## config.mk

```make
export PLATFORM = sky130hd
export DESIGN_NAME = rca_mw_seq
export DESIGN_NICKNAME = d
export VERILOG_FILES = /design/src/rtl/rca_mw_seq.sv
export SDC_FILE = /design/constraint.sdc
export NUM_CORES = 1
export LEC_CHECK = 0
export CAP_MARGIN = 5
export CORE_MARGIN = 1
export CORE_UTILIZATION = 45
export DETAILED_ROUTE_END_ITERATION = 10
export HOLD_SLACK_MARGIN = 0.15
export PLACE_DENSITY = 0.73
export SETUP_SLACK_MARGIN = 0.15
export SYNTH_ARGS = -nofsm -noshare
export SYNTH_HDL_FRONTEND = slang
export SYNTH_SLANG_ARGS = --single-unit
```

## constraint.sdc

```tcl
create_clock -name clk -period 6 [get_ports clk]
set_clock_uncertainty 0.2 [all_clocks]
set_input_delay 0.6 -clock clk [delete_from_list [all_inputs] [get_ports clk]]
set_output_delay 0.6 -clock clk [all_outputs]
set_load 0.005 [all_outputs]
```

## src/rtl/rca_mw_seq.sv

```systemverilog
// Multi-word add sequencer driving one external BIT_WIDTH ripple-carry adder.
// Define RCA_SEQ_OVF_EN to add the registered two's-complement overflow port ovf.
module rca_mw_seq #(
    parameter int BIT_WIDTH = 16,
    parameter int NUM_WORDS = 4
) (
    input  logic                             clk,
    input  logic                             rst_n,
    input  logic                             start,
    input  logic [BIT_WIDTH*NUM_WORDS-1:0]   a_in,
    input  logic [BIT_WIDTH*NUM_WORDS-1:0]   b_in,
    input  logic                             c_in,
    output logic                             busy,
    output logic                             done,
    output logic [BIT_WIDTH*NUM_WORDS-1:0]   sum_out,
    output logic                             c_out,
`ifdef RCA_SEQ_OVF_EN
    output logic                             ovf,
`endif
    output logic [BIT_WIDTH-1:0]             rca_add_1,
    output logic [BIT_WIDTH-1:0]             rca_add_2,
    output logic                             rca_c_in,
    input  logic [BIT_WIDTH-1:0]             rca_sum,
    input  logic                             rca_c_out
);

    localparam int W  = BIT_WIDTH * NUM_WORDS;
    localparam int IW = (NUM_WORDS > 1) ? $clog2(NUM_WORDS) : 1;

    typedef enum logic [1:0] {
        IDLE,
        RUN,
        DONE
    } state_t;

    state_t         state;
    state_t         state_nxt;
    logic [W-1:0]   a_reg;
    logic [W-1:0]   b_reg;
    logic [W-1:0]   acc;
    logic [W-1:0]   acc_nxt;
    logic           carry_reg;
    logic [IW-1:0]  idx;
    logic           last;

    assign last = (idx == IW'(NUM_WORDS - 1));
    assign busy = (state != IDLE);
    assign done = (state == DONE);

    always_comb begin
        state_nxt = state;
        acc_nxt   = acc;
        rca_add_1 = '0;
        rca_add_2 = '0;
        rca_c_in  = 1'b0;
        unique case (state)
            IDLE: begin
                if (start)
                    state_nxt = RUN;
            end
            RUN: begin
                rca_add_1 = a_reg[int'(idx)*BIT_WIDTH +: BIT_WIDTH];
                rca_add_2 = b_reg[int'(idx)*BIT_WIDTH +: BIT_WIDTH];
                rca_c_in  = carry_reg;
                acc_nxt[int'(idx)*BIT_WIDTH +: BIT_WIDTH] = rca_sum;
                if (last)
                    state_nxt = DONE;
            end
            DONE: state_nxt = IDLE;
            default: state_nxt = IDLE;
        endcase
    end

    always_ff @(posedge clk) begin
        if (!rst_n)
            state <= IDLE;
        else
            state <= state_nxt;
    end

    // Result registers only move on the final word, so no partial sums leak out.
    always_ff @(posedge clk) begin
        if (!rst_n) begin
            a_reg     <= '0;
            b_reg     <= '0;
            acc       <= '0;
            carry_reg <= 1'b0;
            idx       <= '0;
            sum_out   <= '0;
            c_out     <= 1'b0;
`ifdef RCA_SEQ_OVF_EN
            ovf       <= 1'b0;
`endif
        end else begin
            case (state)
                IDLE: begin
                    if (start) begin
                        a_reg     <= a_in;
                        b_reg     <= b_in;
                        carry_reg <= c_in;
                        acc       <= '0;
                        idx       <= '0;
                    end
                end
                RUN: begin
                    acc       <= acc_nxt;
                    carry_reg <= rca_c_out;
                    if (last) begin
                        sum_out <= acc_nxt;
                        c_out   <= rca_c_out;
`ifdef RCA_SEQ_OVF_EN
                        ovf     <= (a_reg[W-1] == b_reg[W-1]) &&
                                   (rca_sum[BIT_WIDTH-1] != a_reg[W-1]);
`endif
                    end else begin
                        idx <= idx + 1'b1;
                    end
                end
                default: ;
            endcase
        end
    end

endmodule

```

==> results of run 1 <==
[area by class of cell]
| type | count | share of cell area |
|---|---|---|
| multi-input combinational | 785 | 0.3513 |
| inverter | 8 | 0.002330 |
| clock buffer | 41 | 0.05717 |
| timing repair buffer | 258 | 0.1828 |
| tap | 319 | 0.02858 |
| sequential | 262 | 0.3758 |
| clock inverter | 5 | 0.001971 |
[report_power, final]
group          switching [W]  total, W  leakage (nW)  internal (W)
clock network       0.000654   0.00156         0.407      0.000908
logic               0.000225  0.000432          2.36      0.000207
registers          0.0000417   0.00184          2.13       0.00180
[worst max path at each step]
stage / from / end / slack [ns] / cells after the start
6_report: idx[0]$_SDFFE_PN0P_ / rca_add_1[13] / 2.10 / 4
5_1_grt: idx[0]$_SDFFE_PN0P_ / rca_add_1[13] / 1.90 / 4
4_1_cts: idx[0]$_SDFFE_PN0P_ / rca_add_1[13] / 2.01 / 4
3_5_place_dp: idx[1]$_SDFFE_PN0P_ / acc[40]$_SDFFE_PN0P_ / 2.19 / 5
3_3_place_gp: idx[1]$_SDFFE_PN0P_ / acc[43]$_SDFFE_PN0P_ / 2.26 / 5
2_1_floorplan: idx[1]$_SDFFE_PN0P_ / acc[53]$_SDFFE_PN0P_ / 3.41 / 10
[synthesized netlist by cell type (2+ instances only)]
library cell,count,share of area
ha_1,6,0.0070
a32oi_1,26,0.021
clkbuf_1,59,0.021
buf_2,53,0.025
a41oi_1,16,0.013
and3b_1,2,0.0016
nand3_1,6,0.0028
mux2i_1,5,0.0046
and2_1,3,0.0017
buf_6,7,0.0073
a32o_1,63,0.059
inv_1,7,0.0024
and3_1,2,0.0012
buf_1,8,0.0028
buf_4,5,0.0035
dfxtp_1,262,0.49
nor2b_1,61,0.035
o21ai_0,64,0.030
mux4_2,32,0.067
nand2_1,263,0.092
a31oi_1,5,0.0029
and2b_1,5,0.0035
a21oi_1,204,0.095
nor2_1,3,0.0010
o21a_1,4,0.0028
[worst reg2reg max path, delay by kind of cell (launching register included)]
family / cells / cell delay (ns)
simple gates: 2 / 1.64
fa+ha+maj: 1 / 0.48
compound gates: 1 / 0.27
buf+inv: 1 / 0.20
flops: 1 / 1.01
[cells by family after synthesis]
kind of cell / count (synthesis)
simple gates: 354
buf+inv: 140
mux: 37
compound gates: 388
fa+ha+maj: 6
flops: 262
[stage by stage]
step | instance area, um2 | hold slack [ns] | setup slack (ns) | cells
3_5_place_dp | 13140 | 0.2437 | 2.193 | 1632
5_1_grt | 13960 | 0.2697 | 1.903 | 1678
2_1_floorplan | 10780 | 0.2331 | 3.410 | 1187
6_report | 13960 | 0.2517 | 2.104 | 1678
3_3_place_gp | 13140 | 0.2390 | 2.257 | 1632
4_1_cts | 13960 | 0.2517 | 2.011 | 1678
[per-layer routing]
layer,share of wire,global-route usage,up-vias
met5,0,0,-
met4,0.016,0.05322,0
met3,0.079,0.05677,38
met2,0.48,0.3915,320
met1,0.42,0.2968,4378
li1,-,-,4517
==> impl_metrics.json, run 1 <==
{
  "cts_hold_buf": 0,
  "syn_inst": 1187,
  "num_rows": 56,
  "wl_um": 29130,
  "critPathBufInv": 2,
  "clockBufferDepth": 3,
  "place.gp.congestion": 0.7853,
  "grtUsageTotal": 0.2318,
  "fillers": 2062,
  "coreArea_um2": 23470,
  "setup_viol": 0,
  "port_buffers": 248,
  "syn2layout_area_growth_pct": 29.57,
  "synth_ff_type": "dfxtp_1",
  "setup-tns-final_ns": 0,
  "cp_cell_sequence": "buf_4 -> mux4_2 -> nor2b_1 -> clkdlybuf4s50_1",
  "async_flop_share": 0,
  "drive_above_1_share": 0.06917,
  "insertedDiodeCount": 0,
  "worstHoldStart": "b_reg[55]$_SDFFE_PN0P_",
  "layout_common_cells": "nand2_1, dfxtp_1, clkdlybuf4s50_1, a21oi_1, o21ai_0",
  "cap_violations": 0,
  "synthesis.nets": 1342,
  "r2r-end": "acc[40]$_SDFFE_PN0P_",
  "first_global_vias": 8599,
  "fin_util": 0.5949,
  "synth.distinct_cells": 41,
  "multi_input_area_um2": 4906,
  "hold_class": "reg2reg",
  "die_w_um": 156.8,
  "dp_hpwl_um": 18680,
  "detail_route.iter0.violations": 773,
  "initial_core_util": 0.4591,
  "crit_fanout": 25,
  "synth_edf_count": 0,
  "grt_pass1_wl_um": 45260,
  "root_buffer": "clkbuf_16",
  "worstMarginPinSlew_ns": 1.177,
  "synth_compound_area_frac": 0.2271,
  "clock_latency_ns": 0.52,
  "cts_resized": 0,
  "grt-ovfl-total": 0,
  "post_cts_buffers": 0,
  "htreeDepth": 1,
  "avgViaCountPerCell": 5.514,
  "yosys.area_share.simple": 0.1462,
  "rsz0062_at_grt": "false",
  "pwr_density_cell_nw_per_um2": 274.8,
  "post-route-min-period_ns": 3.896,
  "synth_seq_cells": 262,
  "min_delay_path_depth": 2,
  "ys.warnings.count": 0,
  "fmax_mhz": 256.7,
  "power.total_w": 0.003837,
  "seq_area_um2": 5248,
  "synth.avg_cell_area_um2": 9.079,
  "slew_viol_final": 0,
  "post-route-period-util": 0.6493,
  "syn_area_um2": 10780,
  "cts_buffers": 27,
  "vias": 9253,
  "design.die.area_um2": 24570,
  "clkSinkCount": 262,
  "critPathArrivalTime_ns": 3.10,
  "yosys.area_share.adder": 0.006966,
  "synthMuxAreaShare": 0.07152,
  "rr_worst_depth": 5,
  "whs_endpoint": "b_reg[55]$_SDFFE_PN0P_",
  "slowest_delay_ns": 0.87,
  "clkTransAtPathRegs_ns": 0.06,
  "synth_top_family_by_area": "compound AO/OA/AOI/OAI gates",
  "antenna_left": 0,
  "relSlewSlack": 0.2121,
  "chipHeight_um": 156.8,
  "p_leak_nw": 4.901,
  "wl_per_cell_um": 17.36,
  "hold_violations": 0,
  "fin_nets": 1497,
  "cp_slowest_cell": "dfxtp_2",
  "cp-start-kind": "flip-flop",
  "antenna_found_initial": 0,
  "cts_tree": "built",
  "drc": 0,
  "crit_type": "reg2out",
  "rrSetupSlack_ns": 2.13,
  "drtPass1Iterations": 4,
  "crit_family": "buffers and inverters",
  "synth_seq_area_share": 0.4867,
  "io-pin-count": 249,
  "synthXorXnorAreaFrac": 0,
  "worstPathRequired_ns": 5.20,
  "cp-end-kind": "output port",
  "ir_drop_mv": 0.1818,
  "layout_commonest_cell": "nand2_1",
  "status": "finished, final reports clean",
  "timing.rr.start": "idx[1]$_SDFFE_PN0P_",
  "grt_max_degree": 91
}
(Power assumes the default switching activity.)
==> run 2, diff against run 1 <==
--- a/config.mk
+++ b/config.mk
@@ -10,7 +10,7 @@
 export CORE_UTILIZATION = 45
 export DETAILED_ROUTE_END_ITERATION = 10
 export HOLD_SLACK_MARGIN = 0.15
-export PLACE_DENSITY = 0.73
+export PLACE_DENSITY = 0.76
 export SETUP_SLACK_MARGIN = 0.15
 export SYNTH_ARGS = -nofsm -noshare
 export SYNTH_HDL_FRONTEND = slang
==> constraint.sdc (replaced) <==
create_clock -name clk -period 3.5 [get_ports clk]
set_clock_uncertainty 0.2 [all_clocks]
set_input_delay 0.35 -clock clk [delete_from_list [all_inputs] [get_ports clk]]
set_output_delay 0.35 -clock clk [all_outputs]
set_load 0.005 [all_outputs]
==> impl_metrics.json, run 2 (synthesized netlist as in run 1, its figures left out) <==
{
  "htreeDepth": 1,
  "clock_latency_ns": 0.53,
  "design.die.area_um2": 24570,
  "antenna_found_initial": 0,
  "io-pin-count": 249,
  "crit_family": "buffers and inverters",
  "fmax_mhz": 327.7,
  "post-route-period-util": 0.8719,
  "wl_um": 29990,
  "post_cts_buffers": 0,
  "setup_viol": 0,
  "worstPathRequired_ns": 2.95,
  "layout_common_cells": "nand2_1, dfxtp_1, clkdlybuf4s50_1, a21oi_1, o21ai_0",
  "detail_route.iter0.violations": 666,
  "status": "finished, final reports clean",
  "clockBufferDepth": 3,
  "worstMarginPinSlew_ns": 0.7290,
  "cp_cell_sequence": "buf_12 -> mux4_2 -> nor2b_1 -> clkdlybuf4s50_1",
  "cp-start-kind": "flip-flop",
  "grt-ovfl-total": 0,
  "crit_type": "reg2out",
  "wl_per_cell_um": 17.71,
  "fin_nets": 1511,
  "pwr_density_cell_nw_per_um2": 477.5,
  "critPathBufInv": 2,
  "cp_slowest_cell": "mux4_2",
  "fin_util": 0.6044,
  "dp_hpwl_um": 19380,
  "clkTransAtPathRegs_ns": 0.06,
  "num_rows": 56,
  "hold_violations": 0,
  "post-route-min-period_ns": 3.052,
  "root_buffer": "clkbuf_16",
  "initial_core_util": 0.4591,
  "setup-tns-final_ns": 0,
  "drc": 0,
  "antenna_left": 0,
  "cts_buffers": 27,
  "layout_commonest_cell": "nand2_1",
  "drtPass1Iterations": 5,
  "rrSetupSlack_ns": 0.83,
  "clkSinkCount": 262,
  "cap_violations": 0,
  "rsz0062_at_grt": "false",
  "grtUsageTotal": 0.2414,
  "die_w_um": 156.8,
  "chipHeight_um": 156.8,
  "grt_pass1_wl_um": 46820,
  "place.gp.congestion": 0.7996,
  "first_global_vias": 8781,
  "grt_max_degree": 89,
  "critPathArrivalTime_ns": 2.50,
  "cp-end-kind": "output port",
  "coreArea_um2": 23470,
  "hold_class": "in2reg",
  "cts_tree": "built",
  "slowest_delay_ns": 0.54,
  "drive_above_1_share": 0.07933,
  "ir_drop_mv": 0.4114,
  "port_buffers": 248,
  "vias": 9308,
  "avgViaCountPerCell": 5.498,
  "insertedDiodeCount": 0,
  "slew_viol_final": 0,
  "relSlewSlack": 0.5140,
  "crit_fanout": 34,
  "syn2layout_area_growth_pct": 31.65,
  "p_leak_nw": 5.011
}
==> run 2: layout make-up <==
type | instances | area, um2
Clock buffer | 38 | 777.0
Clock inverter | 9 | 100.1
Fill cell | 2010 | 9285
Inverter | 8 | 32.53
Multi-Input combinational cell | 785 | 4906
Sequential cell | 262 | 5248
Tap cell | 319 | 399.1
Timing Repair Buffer | 272 | 2725
==> run 2: tightest hold or removal path: cells and delay by family <==
kind                   cells  cell delay [ns]
buffers and inverters      1             0.39
and+or+nand+nor            1             0.05
AOI/OAI and AO/OA          1             0.05
==> run 2: routing by layer <==
layer,part of all wire,GRT usage
met5,0,0
met4,0.016,0.05042
met3,0.091,0.07948
met2,0.48,0.4125
met1,0.41,0.2943
==> run 2: power by group <==
group	internal (W)	total [W]	switching (W)	leakage, nW
combinational	0.000375	0.000784	0.000409	2.45
clock	0.00168	0.00285	0.00116	0.430
sequential	0.00309	0.00314	0.0000567	2.13
==> run 2: worst paths after layout <==
kind,start,cells past startpoint,end
min,b_in[52],3,b_reg[52]$_SDFFE_PN0P_
max reg2reg,idx[0]$_SDFFE_PN0P_,6,sum_out[10]$_SDFFE_PN0P_
min reg2reg,b_reg[46]$_SDFFE_PN0P_,2,b_reg[46]$_SDFFE_PN0P_
max,idx[0]$_SDFFE_PN0P_,4,rca_add_2[14]
==> run 2: stage by stage <==
| stage | worst slack, ns | cells | power, W | area [um2] | hold slack, ns |
|---|---|---|---|---|---|
| 2_1_floorplan | 0.9097 | 1187 | 0.003650 | 10780 | 0.2331 |
| 3_3_place_gp | 0.9468 | 1644 | 0.003976 | 13290 | 0.2378 |
| 3_5_place_dp | 0.8389 | 1644 | 0.003989 | 13290 | 0.2448 |
| 4_1_cts | 0.4316 | 1693 | 0.006820 | 14190 | 0.1504 |
| 5_1_grt | 0.3298 | 1693 | 0.007032 | 14190 | 0.1630 |
| 6_report | 0.4484 | 1693 | 0.006775 | 14190 | 0.1640 |
==> run 2: timing repair <==
item	in CTS	in global routing
hold buffers	2	0
resized for setup	0	0
hold endpoints to repair	8	0
endpoints found under the setup margin	0	0
==> run 3, diff against run 2 <==
--- a/config.mk
+++ b/config.mk
@@ -10,6 +10,7 @@
 export CORE_UTILIZATION = 45
 export DETAILED_ROUTE_END_ITERATION = 10
 export HOLD_SLACK_MARGIN = 0.15
+export MAX_ROUTING_LAYER = met4
 export PLACE_DENSITY = 0.76
 export SETUP_SLACK_MARGIN = 0.15
 export SYNTH_ARGS = -nofsm -noshare
==> impl_metrics.json, run 3 (synthesized netlist as in run 1, its figures left out) <==
{
  "status": "finished, final reports clean",
  "post_cts_buffers": 0,
  "initial_core_util": 0.4591,
  "dp_hpwl_um": 19380,
  "hold_class": "in2reg",
  "drc": 0,
  "root_buffer": "clkbuf_16",
  "grtUsageTotal": 0.2488,
  "pwr_density_cell_nw_per_um2": 477.9,
  "cts_resized": 0,
  "vias": 9304,
  "fillers": 2010,
  "post-route-period-util": 0.8720,
  "die_w_um": 156.8,
  "port_buffers": 248,
  "drtPass1Iterations": 5,
  "cts_hold_buf": 2,
  "layout_commonest_cell": "nand2_1",
  "ir_drop_mv": 0.4094,
  "grt_max_degree": 89,
  "clock_latency_ns": 0.53,
  "setup-tns-final_ns": 0,
  "cts_buffers": 27,
  "wl_um": 29940,
  "insertedDiodeCount": 0,
  "clkSinkCount": 262,
  "dp.cells": 1644,
  "grt_pass1_wl_um": 46780,
  "antenna_found_initial": 0,
  "avgViaCountPerCell": 5.496,
  "cp-start-kind": "flip-flop",
  "clockBufferDepth": 3,
  "cp-end-kind": "output port",
  "grt-ovfl-total": 0,
  "crit_type": "reg2out",
  "syn2layout_area_growth_pct": 31.65,
  "chipHeight_um": 156.8,
  "drive_above_1_share": 0.07933,
  "io-pin-count": 249,
  "hold_violations": 0,
  "fin_nets": 1511,
  "worstMarginPinSlew_ns": 0.7277,
  "clkTransAtPathRegs_ns": 0.06,
  "layout_common_cells": "nand2_1, dfxtp_1, clkdlybuf4s50_1, a21oi_1, o21ai_0",
  "cap_violations": 0,
  "post-route-min-period_ns": 3.052,
  "worstPathRequired_ns": 2.95,
  "relSlewSlack": 0.5148,
  "finalNonFillerCells": 1693,
  "antenna_left": 0,
  "critPathArrivalTime_ns": 2.50,
  "design.die.area_um2": 24570,
  "detail_route.iter0.violations": 724,
  "rsz0062_at_grt": "false",
  "htreeDepth": 1,
  "setup_viol": 0,
  "slew_viol_final": 0,
  "cts_tree": "built",
  "wl_per_cell_um": 17.69,
  "coreArea_um2": 23470,
  "fmax_mhz": 327.6,
  "first_global_vias": 8802,
  "crit_fanout": 34,
  "num_rows": 56,
  "place.gp.congestion": 0.8111,
  "p_leak_nw": 5.011
}
run 3: cell type report:
type,instances,area (um2),area share
sequential,262,5248,0.3699
multi-input combinational,785,4906,0.3458
timing repair buffer,272,2725,0.1921
clock buffer,38,777.0,0.05477
tap,319,399.1,0.02813
clock inverter,9,100.1,0.007055
inverter,8,32.53,0.002293
run 3: power by group:
| part | internal (W) | switching (W) | leakage, nW | total [W] |
|---|---|---|---|---|
| logic | 0.000375 | 0.000408 | 2.45 | 0.000783 |
| clock network | 0.00168 | 0.00117 | 0.430 | 0.00285 |
| registers | 0.00309 | 0.0000565 | 2.13 | 0.00314 |
| total | 0.00515 | 0.00163 | 5.01 | 0.00678 |
run 3: path summary, 6_finish.rpt:
path / startpoint / endpoint / slack [ns] / cells after the start
setup / recovery: idx[0]$_SDFFE_PN0P_ / rca_add_2[14] / 0.45 / 4
hold / removal: b_in[52] / b_reg[52]$_SDFFE_PN0P_ / 0.16 / 3
setup reg to reg: idx[0]$_SDFFE_PN0P_ / sum_out[10]$_SDFFE_PN0P_ / 0.83 / 6
hold reg to reg: a_reg[44]$_SDFFE_PN0P_ / a_reg[44]$_SDFFE_PN0P_ / 0.25 / 2
run 3: through the flow:
stage	hold WS [ns]	util	power (W)	setup slack [ns]	cell area, um2
floorplan	0.2331	-	0.003650	0.9097	10780
global placement	0.2378	0.5662	0.003976	0.9468	13290
detailed placement	0.2448	0.5662	0.003989	0.8389	13290
CTS	0.1504	0.6044	0.006820	0.4316	14190
global route	0.1630	0.6044	0.007031	0.3298	14190
finish	0.1614	0.6044	0.006780	0.4479	14190
run 3: metal layers:
layer / up-vias / GRT usage / routed length [um]
li1: 4540 / - / -
met1: 4399 / 0.2976 / 12140
met2: 330 / 0.4121 / 14600
met3: 35 / 0.07588 / 2723
met4: 0 / 0.05042 / 476
met5: - / - / 0
run 3: worst max-delay path: stages, from the launching register on:
cell and delay (ns):
dfxtp_2 0.45, buf_12 0.32, mux4_2 0.54, nor2b_1 0.17, clkdlybuf4s50_1 0.46
